===== src/rtl/ahb_lite_master_port_if.sv =====
// Command/response stream plus AHB-Lite bus signals of the single-initiator master port.
// The master modport is the port block's view; slave is the sequencer/interconnect side.
interface ahb_lite_master_port_if #(
  parameter int unsigned AW = 32
);
  logic          cmd_valid;
  logic          cmd_ready;
  logic [AW-1:0] cmd_addr;
  logic          cmd_write;
  logic [1:0]    cmd_size;
  logic [31:0]   cmd_wdata;

  logic          rsp_valid;
  logic [31:0]   rsp_rdata;
  logic          rsp_err;

  logic [AW-1:0] HADDR;
  logic [1:0]    HTRANS;
  logic          HWRITE;
  logic [2:0]    HSIZE;
  logic [2:0]    HBURST;
  logic [3:0]    HPROT;
  logic [31:0]   HWDATA;
  logic [31:0]   HRDATA;
  logic          HREADY;
  logic          HRESP;

  modport master (
    input  cmd_valid, cmd_addr, cmd_write, cmd_size, cmd_wdata,
    output cmd_ready,
    output rsp_valid, rsp_rdata, rsp_err,
    output HADDR, HTRANS, HWRITE, HSIZE, HBURST, HPROT, HWDATA,
    input  HRDATA, HREADY, HRESP
  );

  modport slave (
    output cmd_valid, cmd_addr, cmd_write, cmd_size, cmd_wdata,
    input  cmd_ready,
    input  rsp_valid, rsp_rdata, rsp_err,
    input  HADDR, HTRANS, HWRITE, HSIZE, HBURST, HPROT, HWDATA,
    output HRDATA, HREADY, HRESP
  );
endinterface


===== src/rtl/ahb_lite_master_port.sv =====
// AHB-Lite single-initiator master: valid/ready commands become pipelined NONSEQ/SINGLE
// transfers, with one registered response per command (including cancelled follow-ons).
module ahb_lite_master_port #(
  parameter int unsigned AW        = 32,
  parameter logic [3:0]  HPROT_VAL = 4'b0011
) (
  input logic                    HCLK,
  input logic                    HRESET,
  ahb_lite_master_port_if.master bus
);

  typedef enum logic [1:0] {
    HTRANS_IDLE   = 2'b00,
    HTRANS_NONSEQ = 2'b10
  } htrans_e;

  logic          ap_valid;
  logic [AW-1:0] ap_addr;
  logic          ap_write;
  logic [1:0]    ap_size;
  logic [31:0]   ap_wdata;

  logic          dp_valid;
  logic          dp_write;
  logic [1:0]    dp_size;
  logic [1:0]    dp_addr_lo;
  logic [31:0]   hwdata_q;

  logic          cancel_pend;
  logic          rsp_valid_q;
  logic          rsp_err_q;
  logic [31:0]   rsp_rdata_q;

  logic          err_first;
  logic          cmd_ready_c;
  logic          accept;
  logic [1:0]    cmd_size_n;
  logic [AW-1:0] cmd_addr_n;
  logic [31:0]   wdata_rep;
  logic [31:0]   rdata_ext;
  htrans_e       htrans;

  always_comb begin
    cmd_size_n = (bus.cmd_size == 2'd3) ? 2'd2 : bus.cmd_size;
    cmd_addr_n = bus.cmd_addr;
    if (cmd_size_n == 2'd1)      cmd_addr_n[0]   = 1'b0;
    else if (cmd_size_n == 2'd2) cmd_addr_n[1:0] = '0;
  end

  always_comb begin
    err_first   = dp_valid & bus.HRESP & ~bus.HREADY;
    cmd_ready_c = (~ap_valid | bus.HREADY) & ~err_first & ~cancel_pend;
    accept      = bus.cmd_valid & cmd_ready_c;
  end

  always_comb begin
    case (ap_size)
      2'd0:    wdata_rep = {4{ap_wdata[7:0]}};
      2'd1:    wdata_rep = {2{ap_wdata[15:0]}};
      default: wdata_rep = ap_wdata;
    endcase
  end

  always_comb begin
    rdata_ext = '0;
    if (!dp_write) begin
      case (dp_size)
        2'd0:    rdata_ext = (bus.HRDATA >> {dp_addr_lo, 3'b000}) & 32'h0000_00FF;
        2'd1:    rdata_ext = (bus.HRDATA >> {dp_addr_lo[1], 4'b0000}) & 32'h0000_FFFF;
        default: rdata_ext = bus.HRDATA;
      endcase
    end
  end

  // Address phase may also fill during a wait state when empty; an ERROR first cycle
  // squashes whatever sits in the address phase so HTRANS is IDLE in the second cycle.
  always_ff @(posedge HCLK or posedge HRESET) begin
    if (HRESET) begin
      ap_valid   <= 1'b0;
      ap_addr    <= '0;
      ap_write   <= 1'b0;
      ap_size    <= '0;
      ap_wdata   <= '0;
      dp_valid   <= 1'b0;
      dp_write   <= 1'b0;
      dp_size    <= '0;
      dp_addr_lo <= '0;
      hwdata_q   <= '0;
    end else if (bus.HREADY) begin
      dp_valid   <= ap_valid;
      dp_write   <= ap_write;
      dp_size    <= ap_size;
      dp_addr_lo <= ap_addr[1:0];
      hwdata_q   <= wdata_rep;
      ap_valid   <= accept;
      if (accept) begin
        ap_addr  <= cmd_addr_n;
        ap_write <= bus.cmd_write;
        ap_size  <= cmd_size_n;
        ap_wdata <= bus.cmd_wdata;
      end
    end else if (err_first && ap_valid) begin
      ap_valid <= 1'b0;
    end else if (accept) begin
      ap_valid <= 1'b1;
      ap_addr  <= cmd_addr_n;
      ap_write <= bus.cmd_write;
      ap_size  <= cmd_size_n;
      ap_wdata <= bus.cmd_wdata;
    end
  end

  always_ff @(posedge HCLK or posedge HRESET) begin
    if (HRESET) begin
      rsp_valid_q <= 1'b0;
      rsp_err_q   <= 1'b0;
      rsp_rdata_q <= '0;
      cancel_pend <= 1'b0;
    end else begin
      if (dp_valid && bus.HREADY) begin
        rsp_valid_q <= 1'b1;
        rsp_err_q   <= bus.HRESP;
        rsp_rdata_q <= rdata_ext;
      end else if (cancel_pend) begin
        rsp_valid_q <= 1'b1;
        rsp_err_q   <= 1'b1;
        rsp_rdata_q <= '0;
        cancel_pend <= 1'b0;
      end else begin
        rsp_valid_q <= 1'b0;
        rsp_err_q   <= 1'b0;
        rsp_rdata_q <= '0;
      end
      if (!bus.HREADY && err_first && ap_valid) cancel_pend <= 1'b1;
    end
  end

  always_comb begin
    htrans        = ap_valid ? HTRANS_NONSEQ : HTRANS_IDLE;
    bus.cmd_ready = cmd_ready_c;
    bus.HTRANS    = htrans;
    bus.HADDR     = ap_addr;
    bus.HWRITE    = ap_write;
    bus.HSIZE     = {1'b0, ap_size};
    bus.HBURST    = 3'b000;
    bus.HPROT     = HPROT_VAL;
    bus.HWDATA    = hwdata_q;
    bus.rsp_valid = rsp_valid_q;
    bus.rsp_err   = rsp_err_q;
    bus.rsp_rdata = rsp_rdata_q;
  end

endmodule


===== src/flat_wrapper.sv =====
// flat-port wrapper written by rule: the top's interface ports become plain ports
module ahb_lite_master_port_flat 
#(
  parameter int unsigned AW        = 32,
  parameter logic [3:0]  HPROT_VAL = 4'b0011
)
  (HCLK, HRESET, bus_cmd_valid, bus_cmd_addr, bus_cmd_write, bus_cmd_size, bus_cmd_wdata, bus_cmd_ready, bus_rsp_valid, bus_rsp_rdata, bus_rsp_err, bus_HADDR, bus_HTRANS, bus_HWRITE, bus_HSIZE, bus_HBURST, bus_HPROT, bus_HWDATA, bus_HRDATA, bus_HREADY, bus_HRESP);
  ahb_lite_master_port_if #(.AW(AW)) bus_i ();
  input logic HCLK;
  input logic HRESET;
  input wire logic [$bits(bus_i.cmd_valid)-1:0] bus_cmd_valid;
  input wire logic [$bits(bus_i.cmd_addr)-1:0] bus_cmd_addr;
  input wire logic [$bits(bus_i.cmd_write)-1:0] bus_cmd_write;
  input wire logic [$bits(bus_i.cmd_size)-1:0] bus_cmd_size;
  input wire logic [$bits(bus_i.cmd_wdata)-1:0] bus_cmd_wdata;
  output wire logic [$bits(bus_i.cmd_ready)-1:0] bus_cmd_ready;
  output wire logic [$bits(bus_i.rsp_valid)-1:0] bus_rsp_valid;
  output wire logic [$bits(bus_i.rsp_rdata)-1:0] bus_rsp_rdata;
  output wire logic [$bits(bus_i.rsp_err)-1:0] bus_rsp_err;
  output wire logic [$bits(bus_i.HADDR)-1:0] bus_HADDR;
  output wire logic [$bits(bus_i.HTRANS)-1:0] bus_HTRANS;
  output wire logic [$bits(bus_i.HWRITE)-1:0] bus_HWRITE;
  output wire logic [$bits(bus_i.HSIZE)-1:0] bus_HSIZE;
  output wire logic [$bits(bus_i.HBURST)-1:0] bus_HBURST;
  output wire logic [$bits(bus_i.HPROT)-1:0] bus_HPROT;
  output wire logic [$bits(bus_i.HWDATA)-1:0] bus_HWDATA;
  input wire logic [$bits(bus_i.HRDATA)-1:0] bus_HRDATA;
  input wire logic [$bits(bus_i.HREADY)-1:0] bus_HREADY;
  input wire logic [$bits(bus_i.HRESP)-1:0] bus_HRESP;
  assign bus_i.cmd_valid = bus_cmd_valid;
  assign bus_i.cmd_addr = bus_cmd_addr;
  assign bus_i.cmd_write = bus_cmd_write;
  assign bus_i.cmd_size = bus_cmd_size;
  assign bus_i.cmd_wdata = bus_cmd_wdata;
  assign bus_cmd_ready = bus_i.cmd_ready;
  assign bus_rsp_valid = bus_i.rsp_valid;
  assign bus_rsp_rdata = bus_i.rsp_rdata;
  assign bus_rsp_err = bus_i.rsp_err;
  assign bus_HADDR = bus_i.HADDR;
  assign bus_HTRANS = bus_i.HTRANS;
  assign bus_HWRITE = bus_i.HWRITE;
  assign bus_HSIZE = bus_i.HSIZE;
  assign bus_HBURST = bus_i.HBURST;
  assign bus_HPROT = bus_i.HPROT;
  assign bus_HWDATA = bus_i.HWDATA;
  assign bus_i.HRDATA = bus_HRDATA;
  assign bus_i.HREADY = bus_HREADY;
  assign bus_i.HRESP = bus_HRESP;
  ahb_lite_master_port #(.AW(AW), .HPROT_VAL(HPROT_VAL)) u_core (.HCLK(HCLK), .HRESET(HRESET), .bus(bus_i));
endmodule

===== config.mk =====
export PLATFORM = sky130hd
export DESIGN_NAME = ahb_lite_master_port_flat
export DESIGN_NICKNAME = d
export VERILOG_FILES = /design/src/rtl/ahb_lite_master_port_if.sv /design/src/rtl/ahb_lite_master_port.sv /design/src/flat_wrapper.sv
export SDC_FILE = /design/constraint.sdc
export NUM_CORES = 1
export LEC_CHECK = 0
export BUFFER_PORTS_ARGS = -buffer_cell sky130_fd_sc_hd__buf_2
export CORE_AREA = 4 4 115 117
export DETAILED_ROUTE_END_ITERATION = 10
export DIE_AREA = 0 0 119 121
export PLACE_DENSITY = 0.8
export SYNTH_ARGS = -nofsm -noshare
export SYNTH_HDL_FRONTEND = slang
export SYNTH_SLANG_ARGS = --single-unit
export TNS_END_PERCENT = 20

===== constraint.sdc =====
create_clock -name HCLK -period 5 [get_ports HCLK]
set_input_delay 0.75 -clock HCLK [delete_from_list [all_inputs] [get_ports HCLK]]
set_output_delay 0.75 -clock HCLK [all_outputs]
set_load 0.02 [all_outputs]

==> results of run 1 <==
[cell usage after synthesis, types with 2 or more instances]
cell / number / area (sq um)
buf_6: 3 / 33.8
conb_1: 2 / 7.51
nor2b_1: 19 / 119
and3b_1: 16 / 140
clkbuf_1: 15 / 56.3
nand2b_1: 2 / 12.5
dfrtp_1: 141 / 3530
mux2i_1: 24 / 240
a22oi_1: 8 / 60.1
nor2_1: 19 / 71.3
buf_4: 12 / 90.1
mux2_2: 97 / 1090
nand2_1: 21 / 78.8
o21ai_0: 25 / 125
buf_2: 11 / 55.1
and3_1: 16 / 100
a21oi_1: 32 / 160
[final cells by class]
class                           count  area, sq um
Clock inverter                      7         62.6
Multi-Input combinational cell    297         2320
Tap cell                          172          215
Inverter                            1         8.76
Timing Repair Buffer              211         1070
Fill cell                         960         4680
Clock buffer                       25          485
Sequential cell                   141         3530
[final timing paths]
| kind | startpoint | end | depth (start not counted) |
|---|---|---|---|
| max in group asynchronous | HRESET | u_core.ap_wdata[30]$_DFFE_PP0P_ | 3 |
| hold reg to reg | u_core.bus.HADDR[5]$_DFFE_PP0P_ | u_core.bus.HADDR[5]$_DFFE_PP0P_ | 1 |
| setup / recovery | bus_HREADY | bus_cmd_ready | 5 |
| min in group HCLK | u_core.bus.HADDR[5]$_DFFE_PP0P_ | u_core.bus.HADDR[5]$_DFFE_PP0P_ | 1 |
| setup reg to reg | u_core.dp_valid$_DFFE_PP0P_ | u_core.ap_wdata[1]$_DFFE_PP0P_ | 4 |
| hold / removal | HRESET | u_core.bus.HADDR[13]$_DFFE_PP0P_ | 2 |
[state kept, by name (all words and copies together), names as in the netlist]
signal	count
u_core.bus.rsp_rdata	32
u_core.dp_addr_lo	2
u_core.bus.rsp_err	1
u_core.cancel_pend	1
u_core.ap_size	2
u_core.bus.HWDATA	32
u_core.bus.HADDR	32
u_core.ap_valid	1
u_core.dp_write	1
u_core.bus.HWRITE	1
u_core.bus.rsp_valid	1
u_core.dp_size	2
u_core.dp_valid	1
u_core.ap_wdata	32
[per-layer routing]
metal	share of wire	wire (um)
met5	0.00098	14
met4	0.022	321
met3	0.085	1220
met2	0.49	6960
met1	0.40	5780
[worst reg2reg max path: stages (launching register included)]
cell     delay, ps
dfrtp_1        400
a21oi_2        100
o21ai_4        590
buf_4          640
mux2_2         430
[cell families after synthesis]
logic type             Yosys count  synth area share
flip-flops                     141             0.583
AO/OA/AOI/OAI                   67            0.0600
other                            2           0.00124
buffers and inverters           42            0.0395
AND/OR/NAND/NOR                 99            0.0939
multiplexers                   122             0.222
[through the flow]
stage                      util  cells  hold WS [ps]
after floorplan               -    480           479
after global placement    0.577    822           481
after detailed placement  0.577    822           487
after CTS                 0.622    854           500
after global routing      0.622    854           504
final                     0.622    854           483
[report_power, final]
part	leakage [nW]	switching [mW]	internal [mW]
combinational	1.88	0.564	0.427
sequential	1.72	0.168	1.38
clock	0.271	0.446	0.719
==> flow_summary.yaml, run 1 <==
status:
  run_status: "complete, no violations"
clock_network:
  root_buffer: "clkbuf_16"
  path_clk_slew_ps: 60
  hold_buffers: 0
  clock_sinks: 141
  numCtsBuffers: 17
  cts_max_level: 4
  clkLatencyLatePin_ps: 410
  cts_tree: "built"
  post_cts_buffers: 0
  clock_path_buffers: 2
  cts_resized: 0
worst_setup_path:
  max_stage_delay_ps: 520
  critPathKind: "in -> out"
  cp-start-kind: "primary input"
  worst_path_max_delay_cell: "buf_4"
  path_buf_inv: 3
  worst_ep_arrival_time_ps: 1760
  worst-path-max-fanout: 59
  cp.required_ps: 4250
  path_cells: "buf_2 -> buf_4 -> nor2_1 -> nor2_1 -> buf_2"
  crit_path_end_kind: "output port"
  r2r_setup_slack_ps: 2720
  crit_family: "buffers and inverters"
detailed_routing:
  dr.pass1.iters: 4
  postRouteAntennaNets: 0
  wl_per_cell_um: 16.7
  vias: 4371
  drc_errors: 0
  drt-initial-drc-count: 306
  wl_mm: 14.3
  routed_via_density: 5.12
timing:
  setup_slack_ps: 2490
  setup_violations: 0
  max_slew.worst_pin.slew_ps: 1190
  slew_viol_final: 0
  finalWorstPathRequiredPeriod_ps: 2510
  relSlewSlack: 0.209
  finalSetupTns_ps: 0
  fin_crit_sh: 0.501
  final.setup_skew_ps: 4.98
  rsz0062_at_grt: "false"
  max_freq_mhz: 399
  hold_violations: 0
synth:
  ys.flop_type: "dfrtp_1"
  synth_edf_count: 0
  async_flop_share: 1.00
  yosys_register_bits: 141
  synth_cell_types: 27
  syn_area_sq_um: 6050
  yosysWarnings: 0
  synthCells: 473
  ys_seq_area_frac: 0.583
  syn_area_per_cell_sq_um: 12.8
floorplanning:
  fp.dieArea_sq_um: 14400
  io-pin-count: 216
  row_count: 41
  die_height_um: 121
  die_w_um: 119
  initial_core_util: 0.489
  core_sq_um: 12400
global_route:
  track_usage: 0.203
  use_met2: 0.328
  grt_pass1_vias: 4627
  top_usage_layer: "met2"
  grt-ovfl-total: 0
  use_met1: 0.245
  antenna_found_initial: 2
  grt_pass1_wl_mm: 23.1
  grt_use_met3: 0.0746
  grt_max_degree: 95
placed_design:
  portBuffers: 206
  gp_congestion: 0.932
  pre_cts_ws_ps: 2260
  placed_area_sq_um: 7140
  hpwl_mm: 10.1
cells_and_area:
  drive_gt1_frac: 0.500
  fin_area_sq_um: 7680
  final_cell_mix: "buf_2 (206), dfrtp_1 (141), mux2_2 (97), a21oi_1 (32), o21ai_0 (25)"
  nNetsFinal: 773
  diodes: 0
  final_common_cell: "buf_2"
  area_growth_pct: 27.0
power:
  power_mw: 3.70
  peakVddDrop_mv: 0.268
  power_density_nw_per_um2: 482
  p_leak_nw: 3.87
worst_hold_path:
  hold_path.class: "in -> async"
run:
  max_cap_violations: 0
No activity file was read; power rests on OpenSTA's default activity.
==> run 2, diff against run 1 <==
- CORE_AREA: 4 4 115 117 -> 4 4 121 123
- DIE_AREA: 0 0 119 121 -> 0 0 125 127
- PLACE_DENSITY: 0.8 -> 0.76
- clock period: 5 -> 2.2 ns (I/O delays scaled with it)
==> run 2 against run 1 <==
Compared with the run above:
- clock power rose to 2.5 times the previous value
- critical path type is now reg -> reg
- core utilization down 4.8 points
- highest routed layer is now met4
- critical endpoint is now u_core.bus.rsp_rdata[5]$_DFF_PP0_
- final cell count up 1.5%
==> flow_summary.yaml, run 2 (synthesized netlist as in run 1, its figures left out) <==
clock_network:
  cts_max_level: 4
  clkLatencyLatePin_ps: 420
  post_cts_buffers: 0
  path_clk_slew_ps: 60
  cts_tree: "built"
  numCtsBuffers: 17
  hold_buffers: 0
  cts_resized: 0
  clock_sinks: 141
  clock_path_buffers: 2
  root_buffer: "clkbuf_16"
placed_design:
  place_inst: 835
  portBuffers: 206
  hpwl_mm: 10.6
  gp_congestion: 0.851
  pre_cts_ws_ps: 472
detailed_routing:
  vias: 4431
  drc_errors: 0
  wl_per_cell_um: 17.0
  wl_mm: 14.7
  postRouteAntennaNets: 0
  routed_via_density: 5.11
  dr.pass1.iters: 5
  drt-initial-drc-count: 285
timing:
  max_slew.worst_pin.slew_ps: 878
  setup_slack_ps: 421
  rsz0062_at_grt: "false"
  finalWorstPathRequiredPeriod_ps: 1780
  final.setup_skew_ps: 7.89
  slew_viol_final: 0
  setup_violations: 0
  hold_violations: 0
  max_freq_mhz: 562
  fin_crit_sh: 0.809
  relSlewSlack: 0.414
  finalSetupTns_ps: 0
cells_and_area:
  seq_area_sq_um: 3530
  drive_gt1_frac: 0.509
  area_growth_pct: 29.6
  diodes: 0
  final_common_cell: "buf_2"
  num-fill-cells: 1136
  final_cell_mix: "buf_2 (206), dfrtp_1 (141), mux2_2 (97), a21oi_1 (32), o21ai_0 (25)"
  nNetsFinal: 778
  stdcell_count: 867
  multiInputGateArea_sq_um: 2320
floorplanning:
  die_height_um: 127
  fp.dieArea_sq_um: 15900
  io-pin-count: 216
  die_w_um: 125
  row_count: 43
  initial_core_util: 0.443
  core_sq_um: 13700
worst_setup_path:
  endpoint: "u_core.bus.rsp_rdata[5]$_DFF_PP0_"
  crit_start: "u_core.dp_addr_lo[1]$_DFFE_PP0P_"
  cp.depth: 3
  path_buf_inv: 0
  crit_path_end_kind: "register"
  worst-path-max-fanout: 30
  r2r_end: "u_core.bus.rsp_rdata[5]$_DFF_PP0_"
  crit_family: "flip-flops"
  r2r.worst_path.cells: 3
  cp.required_ps: 2480
  worst_ep_arrival_time_ps: 2060
  path_cells: "mux2_2 -> a22oi_1 -> a21oi_1"
  max_stage_delay_ps: 910
  r2r_start: "u_core.dp_addr_lo[1]$_DFFE_PP0P_"
  r2r_setup_slack_ps: 420
  cp-start-kind: "register"
  worst_path_max_delay_cell: "dfrtp_1"
  critPathKind: "reg -> reg"
power:
  p_leak_nw: 3.94
  peakVddDrop_mv: 0.607
  power_density_nw_per_um2: 1120
  power_mw: 8.79
global_route:
  track_usage: 0.190
  antenna_found_initial: 0
  grt-ovfl-total: 0
  grt_max_degree: 142
  grt_pass1_vias: 4592
  grt_pass1_wl_mm: 23.9
run:
  max_cap_violations: 0
status:
  run_status: "complete, no violations"
worst_hold_path:
  hold_path.class: "in -> async"
## run 2: cell types whose count changed in the layout (fill, tap and decap cells not counted), sizes merged
cell | previous run | this run
clkbuf | 25 | 22
buf | 211 | 216
bufinv | 1 | 3
clkinv | 5 | 4
clkinvlp | 1 | 4
inv | 1 | 0
## run 2: report_power, final
| group | internal, mW | total, mW | leakage (nW) | switching, mW |
|---|---|---|---|---|
| Sequential | 3.14 | 3.55 | 1.72 | 0.408 |
| Combinational | 1.01 | 2.30 | 1.92 | 1.29 |
| Clock | 1.90 | 2.94 | 0.298 | 1.05 |
| Total | 6.05 | 8.79 | 3.94 | 2.74 |
## run 2: routing by layer
metal,vias to the layer above,routed length [um],track usage
li1,2043,-,-
met1,2141,5730,0.222
met2,218,7340,0.323
met3,29,1400,0.0673
met4,0,278,0.0702
met5,-,0,0
## run 2: worst min path at each step
stage | start | to | slack, ps | cells after the start
global route | bus_cmd_wdata[1] | u_core.ap_wdata[1]$_DFFE_PP0P_ | 120 | 2
floorplan | bus_cmd_wdata[0] | u_core.ap_wdata[0]$_DFFE_PP0P_ | 460 | 1
finish | HRESET | u_core.bus.rsp_rdata[30]$_DFF_PP0_ | 130 | 3
global placement | u_core.bus.HADDR[6]$_DFFE_PP0P_ | u_core.bus.HADDR[6]$_DFFE_PP0P_ | 480 | 1
CTS | bus_cmd_wdata[0] | u_core.ap_wdata[0]$_DFFE_PP0P_ | 110 | 2
detailed placement | u_core.bus.HADDR[30]$_DFFE_PP0P_ | u_core.bus.HADDR[30]$_DFFE_PP0P_ | 490 | 1
## run 2: metrics by stage
stage / hold slack (ps) / instance area [sq um] / utilization
after CTS: 115 / 7840 / 0.574
after global placement: 481 / 7220 / 0.528
after floorplan: 462 / 6080 / -
final: 129 / 7840 / 0.574
after detailed placement: 488 / 7220 / 0.528
after global routing: 121 / 7840 / 0.574
## run 2: layout make-up
| type | instances | share of cell area |
|---|---|---|
| timing repair buffer | 216 | 0.146 |
| inverter | 1 | 0.000957 |
| clock inverter | 10 | 0.0174 |
| multi-input combinational | 297 | 0.295 |
| clock buffer | 22 | 0.0618 |
| sequential | 141 | 0.450 |
| tap | 180 | 0.0287 |
## run 2: worst reg2reg max path, stage by stage, from the launching register on
cell and delay (ps):
dfrtp_1 910, mux2_2 430, a22oi_1 200, a21oi_1 100
